**config.mk**
```make
export PLATFORM = sky130hd
export DESIGN_NAME = sao_ctu_seq
export DESIGN_NICKNAME = d
export VERILOG_FILES = /design/src/rtl/sao_pkg.sv /design/src/rtl/sao_stage_slot.sv /design/src/rtl/sao_ctu_seq.sv
export SDC_FILE = /design/constraint.sdc
export NUM_CORES = 1
export LEC_CHECK = 0
export CELL_PAD_IN_SITES_DETAIL_PLACEMENT = 0
export CELL_PAD_IN_SITES_GLOBAL_PLACEMENT = 1
export CORE_AREA = 2 2 100 102
export CTS_BUF_LIST = sky130_fd_sc_hd__clkbuf_2 sky130_fd_sc_hd__clkbuf_4 sky130_fd_sc_hd__clkbuf_8
export CTS_CLUSTER_DIAMETER = 150
export CTS_CLUSTER_SIZE = 20
export DETAILED_ROUTE_END_ITERATION = 16
export DIE_AREA = 0 0 102 104
export GPL_TIMING_DRIVEN = 0
export PLACE_DENSITY = 0.83
export SYNTH_ARGS = -nofsm -noshare
export SYNTH_HDL_FRONTEND = slang
export SYNTH_HIERARCHICAL = 1
export SYNTH_SLANG_ARGS = --single-unit
```
**constraint.sdc**
```tcl
create_clock -name clk -period 2.1 [get_ports clk]
set_input_delay 0.42 -clock clk [delete_from_list [all_inputs] [get_ports clk]]
set_output_delay 0.42 -clock clk [all_outputs]
set_load 0.02 [all_outputs]
```
**src/rtl/sao_pkg.sv**
```systemverilog
// rtl/sao_pkg.sv - shared stage states and component indices for the SAO CTU sequencer
package sao_pkg;

    typedef enum logic [1:0] {
        EMPTY = 2'd0,
        RUN   = 2'd1,
        DONE  = 2'd2
    } stage_st_t;

    localparam logic [1:0] CIDX_Y  = 2'd0;
    localparam logic [1:0] CIDX_CB = 2'd1;
    localparam logic [1:0] CIDX_CR = 2'd2;

endpackage

```
**src/rtl/sao_stage_slot.sv**
```systemverilog
// rtl/sao_stage_slot.sv - one pipeline stage holding a CTU token with start/done tracking
module sao_stage_slot
    import sao_pkg::*;
#(
    parameter int X_LEN = 9,
    parameter int Y_LEN = 9
) (
    input  logic             clk,
    input  logic             arst_n,
    input  logic             rst_n,
    input  logic             en_i,
    input  logic             load_i,
    input  logic [X_LEN-1:0] load_x_i,
    input  logic [Y_LEN-1:0] load_y_i,
    input  logic             finish_i,
    input  logic             restart_i,
    input  logic             leave_i,
    output logic             empty_o,
    output logic             run_o,
    output logic             done_o,
    output logic             start_o,
    output logic [X_LEN-1:0] x_o,
    output logic [Y_LEN-1:0] y_o
);

    stage_st_t        st_q, st_d;
    logic             start_q, start_d;
    logic [X_LEN-1:0] x_q, x_d;
    logic [Y_LEN-1:0] y_q, y_d;

    // A load always wins over a leave so a stage refilled in its vacating cycle stays busy.
    always_comb begin
        st_d    = st_q;
        start_d = start_q;
        x_d     = x_q;
        y_d     = y_q;
        if (!rst_n) begin
            st_d    = EMPTY;
            start_d = 1'b0;
            x_d     = '0;
            y_d     = '0;
        end else if (en_i) begin
            start_d = 1'b0;
            if (load_i) begin
                st_d    = RUN;
                start_d = 1'b1;
                x_d     = load_x_i;
                y_d     = load_y_i;
            end else if (leave_i) begin
                st_d = EMPTY;
            end else if (st_q == RUN && finish_i) begin
                st_d = DONE;
            end else if (st_q == RUN && restart_i) begin
                start_d = 1'b1;
            end
        end
    end

    always_ff @(posedge clk or negedge arst_n) begin
        if (!arst_n) begin
            st_q    <= EMPTY;
            start_q <= 1'b0;
            x_q     <= '0;
            y_q     <= '0;
        end else begin
            st_q    <= st_d;
            start_q <= start_d;
            x_q     <= x_d;
            y_q     <= y_d;
        end
    end

    // A start held over a frozen cycle is still issued once enable returns.
    assign start_o = start_q && en_i;
    assign empty_o = (st_q == EMPTY);
    assign run_o   = (st_q == RUN);
    assign done_o  = (st_q == DONE);
    assign x_o     = x_q;
    assign y_o     = y_q;

endmodule

```
**src/rtl/sao_ctu_seq.sv**
```systemverilog
// rtl/sao_ctu_seq.sv - moves CTU tokens through SAO stat, decision and filter stages
module sao_ctu_seq
    import sao_pkg::*;
#(
    parameter int CUT_X_LEN = 9,
    parameter int CUT_Y_LEN = 9,
    parameter bit CHROMA_EN = 1'b1
) (
    input  logic                 clk,
    input  logic                 arst_n,
    input  logic                 rst_n,
    input  logic                 en,
    input  logic [CUT_X_LEN-1:0] pic_w_ctb,
    input  logic [CUT_Y_LEN-1:0] pic_h_ctb,
    input  logic                 in_valid,
    output logic                 in_ready,
    input  logic [CUT_X_LEN-1:0] in_ctu_x,
    input  logic [CUT_Y_LEN-1:0] in_ctu_y,
    output logic                 stat_start,
    output logic [1:0]           stat_cidx,
    input  logic                 stat_done,
    output logic                 deci_start,
    input  logic                 deci_done,
    output logic                 filt_start,
    input  logic                 filt_done,
    output logic [CUT_X_LEN-1:0] stat_ctu_x,
    output logic [CUT_Y_LEN-1:0] stat_ctu_y,
    output logic [CUT_X_LEN-1:0] deci_ctu_x,
    output logic [CUT_Y_LEN-1:0] deci_ctu_y,
    output logic [CUT_X_LEN-1:0] filt_ctu_x,
    output logic [CUT_Y_LEN-1:0] filt_ctu_y,
    output logic                 busy,
    output logic                 frame_done,
    output logic                 err
);

    logic       stat_empty, stat_run, stat_fin;
    logic       deci_empty, deci_run, deci_fin;
    logic       filt_empty, filt_run, filt_fin;
    logic       accept, stat_adv, deci_adv, filt_retire, stat_last;
    logic [1:0] cidx_q, cidx_d;
    logic       err_q, err_d;

    assign stat_last   = !CHROMA_EN || (cidx_q == CIDX_CR);
    assign in_ready    = en && stat_empty;
    assign accept      = in_valid && in_ready;
    assign filt_retire = en && rst_n && filt_fin;
    assign deci_adv    = en && deci_fin && (filt_empty || filt_retire);
    // Stat never refills in the cycle it advances: accept needs it EMPTY, advance needs it DONE.
    assign stat_adv    = en && stat_fin && (deci_empty || deci_adv);

    sao_stage_slot #(.X_LEN(CUT_X_LEN), .Y_LEN(CUT_Y_LEN)) u_stat (
        .clk(clk), .arst_n(arst_n), .rst_n(rst_n), .en_i(en),
        .load_i(accept), .load_x_i(in_ctu_x), .load_y_i(in_ctu_y),
        .finish_i(stat_done && stat_last), .restart_i(stat_done && !stat_last),
        .leave_i(stat_adv),
        .empty_o(stat_empty), .run_o(stat_run), .done_o(stat_fin),
        .start_o(stat_start), .x_o(stat_ctu_x), .y_o(stat_ctu_y)
    );

    sao_stage_slot #(.X_LEN(CUT_X_LEN), .Y_LEN(CUT_Y_LEN)) u_deci (
        .clk(clk), .arst_n(arst_n), .rst_n(rst_n), .en_i(en),
        .load_i(stat_adv), .load_x_i(stat_ctu_x), .load_y_i(stat_ctu_y),
        .finish_i(deci_done), .restart_i(1'b0), .leave_i(deci_adv),
        .empty_o(deci_empty), .run_o(deci_run), .done_o(deci_fin),
        .start_o(deci_start), .x_o(deci_ctu_x), .y_o(deci_ctu_y)
    );

    sao_stage_slot #(.X_LEN(CUT_X_LEN), .Y_LEN(CUT_Y_LEN)) u_filt (
        .clk(clk), .arst_n(arst_n), .rst_n(rst_n), .en_i(en),
        .load_i(deci_adv), .load_x_i(deci_ctu_x), .load_y_i(deci_ctu_y),
        .finish_i(filt_done), .restart_i(1'b0), .leave_i(filt_retire),
        .empty_o(filt_empty), .run_o(filt_run), .done_o(filt_fin),
        .start_o(filt_start), .x_o(filt_ctu_x), .y_o(filt_ctu_y)
    );

    always_comb begin
        cidx_d = cidx_q;
        err_d  = err_q;
        if (!rst_n) begin
            cidx_d = CIDX_Y;
            err_d  = 1'b0;
        end else if (en) begin
            if (accept) begin
                cidx_d = CIDX_Y;
            end else if (stat_run && stat_done && !stat_last) begin
                cidx_d = cidx_q + 2'd1;
            end
            if ((stat_done && !stat_run) || (deci_done && !deci_run) ||
                (filt_done && !filt_run)) begin
                err_d = 1'b1;
            end
        end
    end

    always_ff @(posedge clk or negedge arst_n) begin
        if (!arst_n) begin
            cidx_q <= CIDX_Y;
            err_q  <= 1'b0;
        end else begin
            cidx_q <= cidx_d;
            err_q  <= err_d;
        end
    end

    assign stat_cidx  = cidx_q;
    assign err        = err_q;
    assign busy       = !(stat_empty && deci_empty && filt_empty);
    assign frame_done = filt_retire && (filt_ctu_x == pic_w_ctb) && (filt_ctu_y == pic_h_ctb);

endmodule

```
After elaboration in Yosys (flattened, before gate mapping)
Cells that the tools add are included.
Storage, ports and cells
  flip-flop bits (word level): 66
  input port bits: 44
  output and inout port bits: 63
  logic and storage cells: 131
Operators by class
  $add $sub $neg: 1
  eq/ne operators: 18
  mux-type cells: 52
  reductions and logical operators: 46
Operator list (number)
  2-to-1 mux 9 bit: 18
  2-to-1 mux 2 bit: 19
  logical AND 1 bit: 26
  equality test 9 bit: 2
  AND reduction 2 bit: 8
  2-to-1 mux 1 bit: 15
  != test 4 x 1 -> 1 bit, second input constant: 3
  != test 2 x 1 -> 1 bit, second input constant: 5
  equality test 2 bit, second input constant: 4
  equality test 2 x 1 -> 1 bit, second input constant: 3
  zero test 2 bit: 3
  zero test 1 bit: 5
  logical OR 1 bit: 4
  != test 3 x 1 -> 1 bit, second input constant: 1
  adder 2 x 1 -> 2 bit, second input constant: 1

Longest topological paths before layout
  word-level depth: 10
  gate-level depth with buffers: 9
  mapped depth without buffers: 8

Hierarchy
Netlist, hierarchy kept.
By module, submodules not included
  sao_stage_slot: instances 3, cells an instance 62, area an instance 857.1 um^2, sequential area each 525.5 um^2
  sao_ctu_seq: instances 1, cells an instance 52, area an instance 427.9 um^2, sequential area each 75.1 um^2

Least setup slack after synthesis
No wires, ideal clock.
  path type: reg-to-reg
  start point: register u_filt.st_q[1]
  end point: register u_deci.x_q[0] (netlist: u_deci/x_o[0])
  library setup time: 0.121 ns
  data arrival time: 1.948 ns
  data required time: 1.979 ns
  path slack: 0.031 ns
  cell stages (with the launch flop): 10
  buffers on the path: 2
  period minus slack after synthesis: 2.069 ns
  cells stage by stage: dfrtp_1 > inv_1 > nor2_1 > and3_1 > o211a_1 > o211a_1 > and3_4 > buf_6 > buf_8 > a22o_1
On the way
  word-level cells in the longest chain between the ends: 8
  elaborated cells on any way between the ends: 9
  classes of those cells: 2 x eq/ne; 7 x reduce/logical
RTL lines
  start, declared: RTL line sao_stage_slot.sv:26  | stage_st_t st_q, st_d;
  start signal, assigned: RTL line sao_stage_slot.sv:66  | st_q <= st_d;
  equality test 2 bit: RTL line sao_stage_slot.sv:77  | assign done_o = (st_q == DONE);
  via filt_fin: RTL line sao_ctu_seq.sv:39  | logic filt_empty, filt_run, filt_fin;
  logical AND 1 bit: RTL line sao_ctu_seq.sv:47  | assign filt_retire = en && rst_n && filt_fin;
  via filt_retire: RTL line sao_ctu_seq.sv:40  | logic accept, stat_adv, deci_adv, filt_retire, stat_last;
  logical OR 1 bit: RTL line sao_ctu_seq.sv:48  | assign deci_adv = en && deci_fin && (filt_empty || filt_retire);
  logical AND 1 bit: RTL line sao_ctu_seq.sv:48
  via deci_adv: RTL line sao_ctu_seq.sv:40
  logical OR 1 bit: RTL line sao_ctu_seq.sv:50  | assign stat_adv = en && stat_fin && (deci_empty || deci_adv);
  logical AND 1 bit: RTL line sao_ctu_seq.sv:50
  via stat_adv: RTL line sao_ctu_seq.sv:40
  != test 2 x 1 -> 1 bit (no line)
  AND reduction 2 bit (no line)
  end signal, assigned: RTL line sao_stage_slot.sv:63  | x_q <= '0;
  end signal, assigned: RTL line sao_stage_slot.sv:68  | x_q <= x_d;
  end, declared: RTL line sao_stage_slot.sv:28  | logic [X_LEN-1:0] x_q, x_d;
The timed path passes the listed nets, and every way through them passes these cells.
A chain may end at the register's enable or synchronous reset.

Final worst setup path
  start point: register u_filt.x_q[0] (netlist: u_filt/x_o[0])
  end point: output frame_done
On the way
  word-level cells in the longest chain between the ends: 3
RTL lines
  start, declared: RTL line sao_stage_slot.sv:28
  start signal, assigned: RTL line sao_stage_slot.sv:63
  start signal, assigned: RTL line sao_stage_slot.sv:68
  equality test 9 bit: RTL line sao_ctu_seq.sv:109  | assign frame_done = filt_retire && (filt_ctu_x == pic_w_ctb) && (filt_ctu_y == pic_h_ctb);
  logical AND 1 bit (2 in a row): RTL line sao_ctu_seq.sv:109
  end, declared: RTL line sao_ctu_seq.sv:33  | output logic frame_done,
No other way between the ends.

==> results.md <==
* Status: complete, but fails checks
* Failing checks: negative setup slack
* Synth top area share at 0.5507
* Cell Pwr Density at 608.2 nW/um^2
* Hold_ws at 0.1696 ns
* Starting density of the core at 0.3141
* Post-synthesis compound-gate area fraction at 0.2320
* Min-delay worst type: in2async
* # rows at 36
* Final min period at 2.156 ns
* CTS sink count at 66
* ANT nets after route at 0
* Vias in the first global route at 2340
* Final setup violation count at 1
* DR vias/cell at 4.663
* Main synth FF type: dfrtp_1
* Input/output buffers at 106
* First-pass GRT wire length at 12350 um
* Syn Area/Cell at 12.60 um^2
* Initial drt markers at 120
* MaxCap Viol Count at 0
* Nets at 411
* Post-Synth XOR/XNOR Area at 0.05549
* Reg2Reg Depth at 9
* Critical Path AT at 1.74 ns
* Max transition margin at 0.4432
* Worst Max-Slew Pin Slew at 0.8352 ns
* Final Hold Fails at 0
* Post-synth EDFFs at 0
* Setup slack after layout at -0.05556 ns
* Setup crit end kind: output pin
* Peak VDD IR at 0.2438 mV
* Clock Tree Root: clkbuf_8
* CTS tree: built
* GP Congestion at 0.7665
* Synth warn at 6
* RSZ-0062 raised after global routing: yes
* Most common cell after layout, fill and taps aside: clkdlybuf4s50_1
* Clock insertion delay at the later pin of the skew report at 0.35 ns
* # diodes at 0
* Ratio of cells with drive above 1 in the final layout at 0.1644
* Slew Limit Fails at 0
* Worst path max stage delay at 0.41 ns
* Pre-CTS setup slack at -1.102 ns
* Clk pin slew, worst setup/hold paths at 0.07 ns
* Synth Register Bits at 66
* Die ar. at 10610 um^2
* Worst Path Required at 1.68 ns
* Total power draw at 2.782 mW
* Core area at 9549 um^2
* Area share of fa/ha/maj cells after synthesis at 0.004172
* Cells after synthesis at 238
* Crit-path max FO at 2
* Commonest cells after routing, fill and taps aside: clkdlybuf4s50_1 (96), dfrtp_1 (66), a22o_1 (54), buf_4 (15), xor2_1 (14)
* Residual DRC at 0
* Main area contributors after synthesis: dfrtp_1 (55%), a22o_1 (16%), xor2_1 (4.7%), buf_6 (2.3%), a21boi_4 (1.9%)
* Post-synthesis sequential area ratio at 0.5507
* CP bufs+invs at 1
* Worst-case clock buffer depth at 2
* Vias after detailed routing at 2350
* Largest area contributor in the netlist: dfrtp_1
* Area Overhead vs Synth at 52.52%
* WP depth at 5
* CTS H-tree depth at 3
* Post-DP HPWL at 5721 um
* Fmax at 463.9 MHz
* # IOs at 107
* Clk_skew at 0.01109 ns
* Synthesized area at 2999 um^2
* Crit Path Class: reg2out
* Period utilization at 1.026
* Critical-path cell list: xor2_2 -> nor4_4 -> nand4_1 -> nor3_2 -> buf_4
* Final wirelength at 7917 um
* Largest family of logic cells by synthesized area: compound AO/OA/AOI/OAI gates
* Synth cell types at 32
* Die H at 104 um
* Mux share of post-synthesis cell area at 0.01001
* Post-CTS Hold Buffers at 0
* Startpoint Class: flop
* Wirelength per Cell at 15.71 um
* Largest net degree at the start of global routing at 67
* Leakage power at 2.088 nW
* Global route overflow at 0
* DRT Pass-1 Iters at 5
* Core Util, Final at 0.4790
* FFs w/ async S/R, synth at 1.000
* GRT Util Overall at 0.1509
* CTS Buf Count at 9
* Die X at 102 um
* Top Family by Delay on Critical Path: simple AND/OR/NAND/NOR gates
* Area fraction in and, or, nand and nor cells after synthesis at 0.09011
* Initial antenna violation count at 0
* Slowest CP cell: dfrtp_1
kinds of logic after synthesis:
group	Yosys count
buffers and inverters	21
other	1
DFF	66
muxes	3
and+or+nand+nor	47
xor gates and xnor gates	19
AOI/OAI and AO/OA	80
adders and majority gates	1
metal layers:
| metal | track usage | vias to the layer above | share of wire |
|---|---|---|---|
| met5 | 0 | - | 0 |
| met1 | 0.2016 | 1139 | 0.46 |
| met3 | 0.03965 | 8 | 0.041 |
| met2 | 0.2326 | 57 | 0.48 |
| met4 | 0.05905 | 0 | 0.016 |
| li1 | - | 1146 | - |
Yosys cell counts (all sizes together), types with 3 or more instances:
library cell / n
a21boi: 6
a21oi: 8
xor2: 16
a21o: 3
o311a: 3
nor2b: 5
buf: 12
and3: 5
nor2: 12
mux2i: 3
nand4: 4
nor4: 3
nand3: 5
and2: 5
xnor2: 3
nand2: 3
o21ai: 3
inv: 9
dfrtp: 66
a22o: 54
flip-flops by register name, indices dropped and copies added, names as in the netlist, 2 cells and up:
register     count
u_filt/st_q      2
stat_cidx        2
u_stat/st_q      2
u_filt/y_o       9
u_filt/x_o       9
u_deci/y_o       9
u_stat/y_o       9
u_stat/x_o       9
u_deci/st_q      2
u_deci/x_o       9
per-stage QoR:
stage / setup TNS [ns] / std cells / instance area (um^2)
after global placement: -140.35 / 478 / 4230
after global routing: -0.1794 / 504 / 4574
after floorplan: 0 / 239 / 3003
final: -0.05556 / 504 / 4574
after detailed placement: -40.64 / 478 / 4228
after CTS: -0.1256 / 495 / 4478
where the power goes:
| part | switching, mW | internal (mW) | leakage [nW] |
|---|---|---|---|
| clock network | 0.502 | 0.702 | 0.112 |
| registers | 0.0130 | 1.29 | 0.917 |
| logic | 0.133 | 0.146 | 1.06 |
| total | 0.649 | 2.13 | 2.09 |
path summary, 6_finish.rpt:
check / startpoint / end / slack, ns
max: u_filt/x_o[0] / frame_done / -0.06
min: arst_n / u_filt/st_q[1] / 0.17
max in group asynchronous: arst_n / u_deci/x_o[6] / 1.37
min reg2reg: err / err / 0.53
min in group clk: en / err / 0.50
max reg2reg: u_filt/st_q[1] / u_deci/y_o[2] / 0.08
what timing repair did:
action | in CTS | in global routing
buffers inserted | 1 | 9
endpoints found under the setup margin | 50 | 15
pin swaps | 5 | 6
gates resized for setup | 21 | 8
area by class of cell:
cell class,instances,area [um^2]
Clock inverter,6,90.09
Inverter,9,33.78
Clock buffer,10,137.6
Fill cell,896,4975
Multi-Input combinational cell,152,1232
Buffer,12,135.1
Tap cell,133,166.4
Sequential cell,66,1652
Timing Repair Buffer,116,1127
No activity file was read; power rests on OpenSTA's default activity.
